<file path="config.mk">
export PLATFORM = sky130hd
export DESIGN_NAME = mem_sequencer
export DESIGN_NICKNAME = d
export VERILOG_FILES = /design/src/rtl/mem_sequencer.sv
export SDC_FILE = /design/constraint.sdc
export NUM_CORES = 1
export LEC_CHECK = 0
export CORE_UTILIZATION = 30
export DETAILED_ROUTE_END_ITERATION = 10
export PLACE_DENSITY = 0.78
export SLEW_MARGIN = 20
export SYNTH_ARGS = -nofsm -noshare
export SYNTH_HDL_FRONTEND = slang
export SYNTH_SLANG_ARGS = --single-unit
</file>
<file path="constraint.sdc">
create_clock -name CLK -period 1.9 [get_ports CLK]
set_clock_uncertainty 0.2 [all_clocks]
set_input_delay 0.38 -clock CLK [delete_from_list [all_inputs] [get_ports CLK]]
set_output_delay 0.38 -clock CLK [all_outputs]
set_load 0.005 [all_outputs]
</file>
<file path="src/rtl/mem_sequencer.sv">
// mem_sequencer: walks one instruction through the shared single-port RAM:
// fetch at pc, optional data access, then a one-cycle PC write enable.
// Ports:
//   CLK, nRST                  clock, async active-low reset
//   pc, halt, dREN, dWEN       fetch address and decoded controls
//   daddr, dstore              data access address / write data
//   instr, dload               registered fetch / load results
//   pcWEN, commit, halted      sequencing status
//   bus_err                    sticky error flag
//   ramREN, ramWEN, ramaddr,
//   ramstore, ramload,
//   ram_ready                  RAM request/response
// Optional feature: define MEM_SEQ_TIMEOUT_EN to bound every RAM wait to
// TIMEOUT cycles; an expired wait sets bus_err and halts.
module mem_sequencer #(
    parameter int TIMEOUT = 255
) (
    input  logic        CLK,
    input  logic        nRST,
    input  logic [31:0] pc,
    input  logic        halt,
    input  logic        dREN,
    input  logic        dWEN,
    input  logic [31:0] daddr,
    input  logic [31:0] dstore,
    output logic [31:0] instr,
    output logic [31:0] dload,
    output logic        pcWEN,
    output logic        commit,
    output logic        halted,
    output logic        bus_err,
    output logic        ramREN,
    output logic        ramWEN,
    output logic [31:0] ramaddr,
    output logic [31:0] ramstore,
    input  logic [31:0] ramload,
    input  logic        ram_ready
);

    typedef enum logic [2:0] {
        IDLE, FETCH, DECODE, DATA, COMMIT, HALT
    } state_t;

    state_t state, state_n;
    logic   err_set;
    logic   timeout;

`ifdef MEM_SEQ_TIMEOUT_EN
    localparam int CW = $clog2(TIMEOUT + 1);
    localparam logic [CW-1:0] LAST = CW'(TIMEOUT - 1);

    logic [CW-1:0] wcnt;
    logic          waiting;

    // Counter is zero whenever we are not stalled, so it is already
    // clear on entry to FETCH or DATA.
    assign waiting = ((state == FETCH) || (state == DATA)) && !ram_ready;
    // Fires on the TIMEOUT-th consecutive cycle without ram_ready.
    assign timeout = waiting && (wcnt == LAST);

    always_ff @(posedge CLK or negedge nRST) begin
        if (!nRST)
            wcnt <= '0;
        else if (waiting)
            wcnt <= wcnt + CW'(1);
        else
            wcnt <= '0;
    end
`else
    assign timeout = 1'b0;
`endif

    always_ff @(posedge CLK or negedge nRST) begin
        if (!nRST)
            state <= IDLE;
        else
            state <= state_n;
    end

    always_comb begin
        state_n  = state;
        ramREN   = 1'b0;
        ramWEN   = 1'b0;
        ramaddr  = '0;
        ramstore = '0;
        err_set  = 1'b0;
        unique case (state)
            IDLE: state_n = FETCH;
            FETCH: begin
                ramREN  = 1'b1;
                ramaddr = pc;
                if (timeout) begin
                    state_n = HALT;
                    err_set = 1'b1;
                end else if (ram_ready) begin
                    state_n = DECODE;
                end
            end
            DECODE: begin
                if (halt) begin
                    state_n = HALT;
                end else if (dREN || dWEN) begin
                    state_n = DATA;
                    err_set = dREN && dWEN;
                end else begin
                    state_n = COMMIT;
                end
            end
            DATA: begin
                ramaddr  = daddr;
                ramWEN   = dWEN;
                // A conflicting request performs the write only.
                ramREN   = dREN && !dWEN;
                ramstore = dstore;
                if (timeout) begin
                    state_n = HALT;
                    err_set = 1'b1;
                end else if (ram_ready) begin
                    state_n = COMMIT;
                end
            end
            COMMIT: state_n = FETCH;
            HALT:   state_n = HALT;
            default: state_n = IDLE;
        endcase
    end

    assign pcWEN  = (state == COMMIT);
    assign commit = pcWEN;
    assign halted = (state == HALT);

    always_ff @(posedge CLK or negedge nRST) begin
        if (!nRST) begin
            instr   <= '0;
            dload   <= '0;
            bus_err <= 1'b0;
        end else begin
            if ((state == FETCH) && ram_ready)
                instr <= ramload;
            if ((state == DATA) && ram_ready && dREN && !dWEN)
                dload <= ramload;
            if (err_set)
                bus_err <= 1'b1;
        end
    end

endmodule

</file>
# Word-level counts from Yosys, hierarchy flattened
# Index checks and enable logic that the tools add are counted.
# totals
out_inout_bits,134
word_cells,34
reg_bits,68
# op_classes
n_eq_ne,7
reduce_logical,11
muxes,12
# op_table
op,n
32-bit one-hot mux with 2 select lines,1
32-bit two-way mux,1
3-bit one-hot mux with 5 select lines,1
3-bit two-way mux,4
3-bit by 2-bit equality test with 1-bit output (second input constant),2
3-bit equality test (second input constant),2
1-bit logical AND,6
1-bit two-way mux,4
2-bit inequality test (second input constant),2
3-bit by 1-bit equality test with 1-bit output (second input constant),1
3-bit logical NOT,1
1-bit one-hot mux with 2 select lines,1
2-bit AND reduction,1
2-bit OR reduction,1
1-bit logical NOT,1
1-bit logical OR,1

# Logic depth before layout (Yosys ltp)
# Gate-level depths: netlist (run 1).
# logic_depth
depth_word,4
mapped_depth,6
mapped_depth_nobuf,3

# Worst setup path before layout (run 1)
# Ideal clock, no wire load.
# synth_path
kind,register -> output
startpoint,register state[2]
endpoint,output port ramaddr[0]
arrival_time_ns,1.281
n_path_buf,2
required_ns,1.320
path_slack_ns,0.039
stages_incl_launch_ff,5
cell_sequence,dfrtp_1 buf_4 nor3b_2 clkbuf_1 a22o_1
# synth_via
elab_chain_cells,2
elab_cells_between_ends,3
# synth_lines
element,line,rtl
from (decl),44,"state_t state, state_n;"
from (signal assigned),77,state <= state_n;
3-bit by 2-bit equality test with 1-bit output or 3-bit by 1-bit equality test with 1-bit output (tied branches),87,unique case (state)
32-bit one-hot mux with 2 select lines (*),87,
to (decl),34,"output logic [31:0] ramaddr,"
# Mark *: on every way between the ends. The rest lies on a longest branch, timed or not.

# Final worst setup path (run 1)
# layout_path
startpoint,register state[0]
endpoint,output port ramaddr[0]
# The elaborated chain is that of the path after synthesis.

==> reports/results.tsv, run 1 <==
metric	value	unit
status	finished with violations	
violations	setup timing	
pin_count	268	
die_w	107.3	µm
cp_top_family	buffers and inverters	
ctsHtreeMaxLevel	3	
cts_buffers	9	
crit_path_end	ramaddr[0]	
syn_nets	373	
viasPerCell	4.887	
die_h	107.3	µm
drive_gt1_share	43.63	%
wirelength	13750	µm
ff2ff_path_depth	8	
crit_required	1320	ps
drc	0	
slew_headroom	61.96	%
hpwl	9420	µm
synth_seq_cells	68	
fin_nets	686	
critPathLaunch	state[0]	
syn_area	3323	µm²
period_share	124.9	%
timing.rr.start	state[2]	
crit_path_start_kind	flop	
slew_violations	0	
fmax	421.2	MHz
place_area	6266	µm²
rsz0062_at_grt	yes	
synth-edff-count	0	
antenna_found_initial	1	
grt_max_degree	47	
vias	3411	
drv_cap	0	
crit_top_cell	buf_6	
grt_use_total	23.60	%
yosysWarnings	0	
drt-wirelength-per-cell	19.69	µm
clk_latency	340	ps
critPathKind	flop to output port	
fp-row-count	38	
cts_root_buf	clkbuf_8	
p_per_area	1503	nW/µm²
core-area	10790	µm²
path_clk_slew	70	ps
tritoncts	yes	
vdd_ir_drop_max	0.0006838	V
cp_slowest_stage_delay	410	ps
setup_viol	133	
crit_chain	buf_6 -> nor3b_4 -> buf_6 -> buf_16 -> buf_6 -> a22o_1 -> buf_2	
first_pass_iters	4	
die_area	11500	µm²
area_delta_synth_final	112.1	%
crit_path_max_fanout	6	
ys_seq_area_share	51.20	%
ff2ff_setup_slack	-360	ps
gp_congestion	0.8415	
p_leak	3.157	nW
synthDistinctLibCells	27	
min_period	2374	ps
cp_data_arrival_time	1790	ps
worst-path-stages	7	
stdcell_area	7049	µm²
ant_nets	0	
crit_slowest_cell	dfrtp_1	
hold_class	flop to flop	
worstReg2RegEnd	dload[21]	
synth.avg_cell_area	13.90	µm²
grt_pass1_vias	3628	
fin_ws	-474.0	ps
hold_viol	0	
cts_sinks	68	
synth_flop_cell	dfrtp_1	
clock_path_buffers	2	
start_util	30.79	%
port_buffers	267	
grt_first_pass_wirelength	19840	µm
tightest_slew	570.7	ps
cp_num_buf_inv	5	
drtIter0Drc	164	
synth_cells	239	
total_power	10.59	mW
async_flop_share	100.0	%
crit_path_end_kind	output port	
overflow	0	
==> worst reg2reg max path, stage by stage, from the launching register on <==
cell and delay, ps:
dfrtp_1 390, and3b_2 290, buf_6 130, buf_8 140
clkbuf_16 150, and4_4 280, buf_12 130, buf_12 130
mux2_4 300
==> flip-flops by register name, indices dropped and copies added (netlist names) <==
signal	cells
instr	32
state	3
bus_err	1
dload	32
==> Yosys cell counts (2+ instances only) <==
library cell,instances,area (µm²)
a22o_1,32,280.3
nor3_1,2,10.01
buf_2,9,45.04
mux2_2,32,360.4
buf_4,2,15.01
a31o_2,2,17.52
dfrtp_1,68,1702
mux2_4,30,450.4
a21oi_1,2,10.01
buf_12,3,60.06
mux2_1,2,22.52
clkbuf_1,6,22.52
inv_1,2,7.510
nor2_1,2,7.510
and2_1,33,206.5
==> worst min-delay path by stage <==
| stage | startpoint | end | cells after the start |
|---|---|---|---|
| detailed placement | nRST | instr[11] | 2 |
| floorplan | nRST | bus_err | 0 |
| CTS | bus_err | bus_err | 1 |
| global placement | nRST | dload[11] | 2 |
| global route | instr[1] | instr[1] | 1 |
| finish | bus_err | bus_err | 1 |
==> per-layer routing <==
metal / global-route usage [%] / up-vias / share of wire [%]
li1: - / 1494 / -
met1: 25.01 / 1646 / 35
met2: 41.15 / 216 / 51
met3: 8.535 / 55 / 8.8
met4: 11.94 / 0 / 5.0
met5: 0 / - / 0
==> kinds of logic (layout without fill, tap and decap cells) <==
group / after synthesis / in the layout / synth area share, %
muxes: 64 / 64 / 25.08
and+or+nand+nor: 45 / 45 / 8.811
DFF: 68 / 68 / 51.20
buffers and inverters: 23 / 341 / 4.857
other: 0 / 1 / 0
AOI/OAI and AO/OA: 39 / 39 / 10.05
==> what timing repair did <==
action / CTS / global route
hold buffers: 1 / 0
setup endpoints to repair: 101 / 101
cloned: 12 / 2
pin swaps: 55 / 8
resized for setup: 361 / 32
buffers inserted: 24 / 6
hold endpoints to repair: 68 / 0
==> report_power, final <==
group	total, mW	internal, mW	leakage (nW)	switching, mW
registers	2.61	2.18	0.826	0.425
logic	6.78	4.58	2.23	2.20
clock network	1.21	0.674	0.102	0.534
==> stage by stage <==
| stage | TNS [ps] | utilization (%) | hold slack [ps] | instances | setup slack, ps |
|---|---|---|---|---|---|
| global placement | -30810 | 58.06 | 181.4 | 647 | -346.4 |
| finish | -32530 | 65.31 | 294.3 | 698 | -474.0 |
| floorplan | 0 | - | -115.6 | 239 | 38.85 |
| detailed placement | -32220 | 58.06 | 187.9 | 647 | -333.3 |
| global route | -41550 | 65.31 | 321.7 | 698 | -524.0 |
| CTS | -33180 | 64.86 | 297.8 | 698 | -467.4 |
==> final cells by class <==
cell class | instances | area, µm²
timing repair buffer | 323 | 3362
clock buffer | 12 | 155.1
multi-input combinational | 148 | 1593
clock inverter | 4 | 47.55
inverter | 2 | 12.51
tap | 140 | 175.2
antenna | 1 | 2.502
fill | 814 | 3744
sequential | 68 | 1702
==> cell usage in the layout, fill, tap and decap left out, types with 2 or more instances in the layout <==
master / instances
mux2_2: 30
buf_4: 17
buf_8: 5
buf_16: 8
a22o_1: 32
buf_6: 47
mux2_4: 32
nor2_1: 2
dfrtp_1: 68
nor3b_4: 2
clkdlybuf4s50_1: 197
mux2_1: 2
clkbuf_8: 11
clkinv_2: 2
and2_4: 32
a21oi_1: 2
clkbuf_16: 2
nor3_4: 2
buf_12: 8
buf_2: 37
Note: power is estimated with default switching activity, not from simulation.
==> run 2: changes to the inputs <==
--- a/config.mk
+++ b/config.mk
@@ -5,6 +5,7 @@
 export SDC_FILE = /design/constraint.sdc
 export NUM_CORES = 1
 export LEC_CHECK = 0
+export CORE_MARGIN = 2
 export CORE_UTILIZATION = 30
 export DETAILED_ROUTE_END_ITERATION = 10
 export PLACE_DENSITY = 0.78
==> run 2 against run 1 <==
  * The flow still finishes with violations (setup timing)
  * Core utilization is 0.54 points higher
  * Total power fell by 0.64%
  * Maximum frequency increased by 1.7%
  * Critical endpoint is now ramaddr[22]
  * Largest power group unchanged
==> reports/results.tsv, run 2 (synthesized netlist as in run 1, its figures left out) <==
metric	value	unit
die_w	109.3	µm
regArea	1702	µm²
status	finished with violations	
period_share	122.9	%
largestRegisters	dload: 32 flops, instr: 32 flops, state: 3 flops	
dp_slack	-334.8	ps
cts_root_buf	clkbuf_8	
wirelength	14160	µm
place_area	6251	µm²
crit_path_end_kind	output port	
hold_slack	311.2	ps
ff2ff_setup_slack	-280	ps
grt_pass1_vias	3557	
overflow	0	
first_pass_iters	4	
tritoncts	yes	
rsz0062_at_grt	yes	
multi_input_comb_area	1659	µm²
ant_nets	0	
pin_count	268	
crit_required	1320	ps
drtIter0Drc	170	
setup_viol	127	
setup_tns	-30200	ps
hold_class	flop to flop	
fillers	820	
vdd_ir_drop_max	0.0008269	V
fp-row-count	38	
core-area	10840	µm²
p_switching	3.180	mW
swShare	30.22	%
p_leak	3.227	nW
grt_max_degree	69	
cp_data_arrival_time	1760	ps
gp_congestion	0.8189	
fin_nets	693	
hold_path.startpoint	instr[5]	
antenna_cells	0	
grt_use_total	22.12	%
stdcell_area	7139	µm²
clk_latency	340	ps
clkPwrFrac	10.1	%
clock_path_buffers	2	
critPathKind	flop to output port	
start_util	30.66	%
grt_first_pass_wirelength	19670	µm
dp_cells	645	
path_clk_slew	70	ps
fin_cells	703	
worstReg2RegEnd	dload[12]	
port_buffers	267	
final_cell_mix	197 x clkdlybuf4s50_1, 68 x dfrtp_1, 54 x buf_6	
die_area	11940	µm²
ff2ff_path_depth	7	
antenna_found_initial	0	
fin_util	65.86	%
crit_path_start_kind	flop	
slew_violations	0	
min_to	instr[5]	
ctsHtreeMaxLevel	3	
drc	0	
timing.rr.start	state[2]	
crit_path_max_fanout	6	
vias	3390	
layout_commonest_cell	clkdlybuf4s50_1	
tightest_slew	341.7	ps
hpwl	9657	µm
fmax	428.2	MHz
slew_headroom	76.92	%
comb_power_share	64.9	%
cts_sinks	68	
violations	setup timing	
area_delta_synth_final	114.8	%
hold_viol	0	
p_int	7.345	mW
cts_buffers	9	
min_period	2335	ps
total_power	10.53	mW
fin_ws	-435.1	ps
viasPerCell	4.822	
drive_gt1_share	44.76	%
drt-wirelength-per-cell	20.14	µm
pwr-share-seq	25.0	%
die_h	109.3	µm
hold_path_depth	1	
drv_cap	0	
p_per_area	1474	nW/µm²
run 2: cell count changes in the layout (fill, tap and decap cells not counted), sizes merged:
cell,before,now
inv,2,1
clkbuf,14,16
buf,122,126
bufinv,1,0
clkinvlp,1,3
diode,1,0
run 2: metal layers:
layer	part of all wire (%)	global-route usage, %	wire (µm)
met2	53	39.80	7456
met3	7.6	7.292	1080
met1	36	23.53	5108
met5	0	0	0
met4	3.6	9.584	510
run 2: area by class of cell:
type / count / share of cell area, %
clock buffer: 11 / 2.121
inverter: 2 / 0.1577
timing repair buffer: 330 / 47.84
multi-input combinational: 148 / 23.24
clock inverter: 4 / 0.3505
tap: 140 / 2.454
sequential: 68 / 23.83
run 2: power groups by stage:
stage / clock network [mW] / logic [mW] / registers [mW]
after floorplan: 0 / 2.04 / 2.60
after CTS: 1.09 / 6.49 / 2.61
after detailed placement: 0 / 5.50 / 2.64
after global placement: 0 / 5.42 / 2.59
final: 1.06 / 6.84 / 2.63
after global routing: 1.16 / 7.21 / 2.71
run 2: worst max path at each step:
stage	start	end	slack [ps]	cells after the start
floorplan	state[2]	ramaddr[0]	40	4
global placement	state[2]	ramaddr[25]	-320	4
detailed placement	state[2]	ramaddr[22]	-330	4
CTS	state[0]	ramaddr[22]	-470	7
global route	state[2]	ramaddr[22]	-490	7
finish	state[2]	ramaddr[22]	-440	7
run 2: worst max-delay path, stage by stage (launching register included):
cell and delay (ps):
dfrtp_1 410, buf_6 130, nor3b_4 190, buf_6 150
buf_16 120, buf_12 100, a22o_1 170, buf_2 130
run 2: timing repair:
item                                    CTS  global route
endpoints found under the setup margin  101           121
hold buffers                              1             0
pin swaps                                40            20
hold endpoints to repair                 68             0
gates cloned                              7             5
buffers inserted                         29             9
gates resized for setup                 360            44
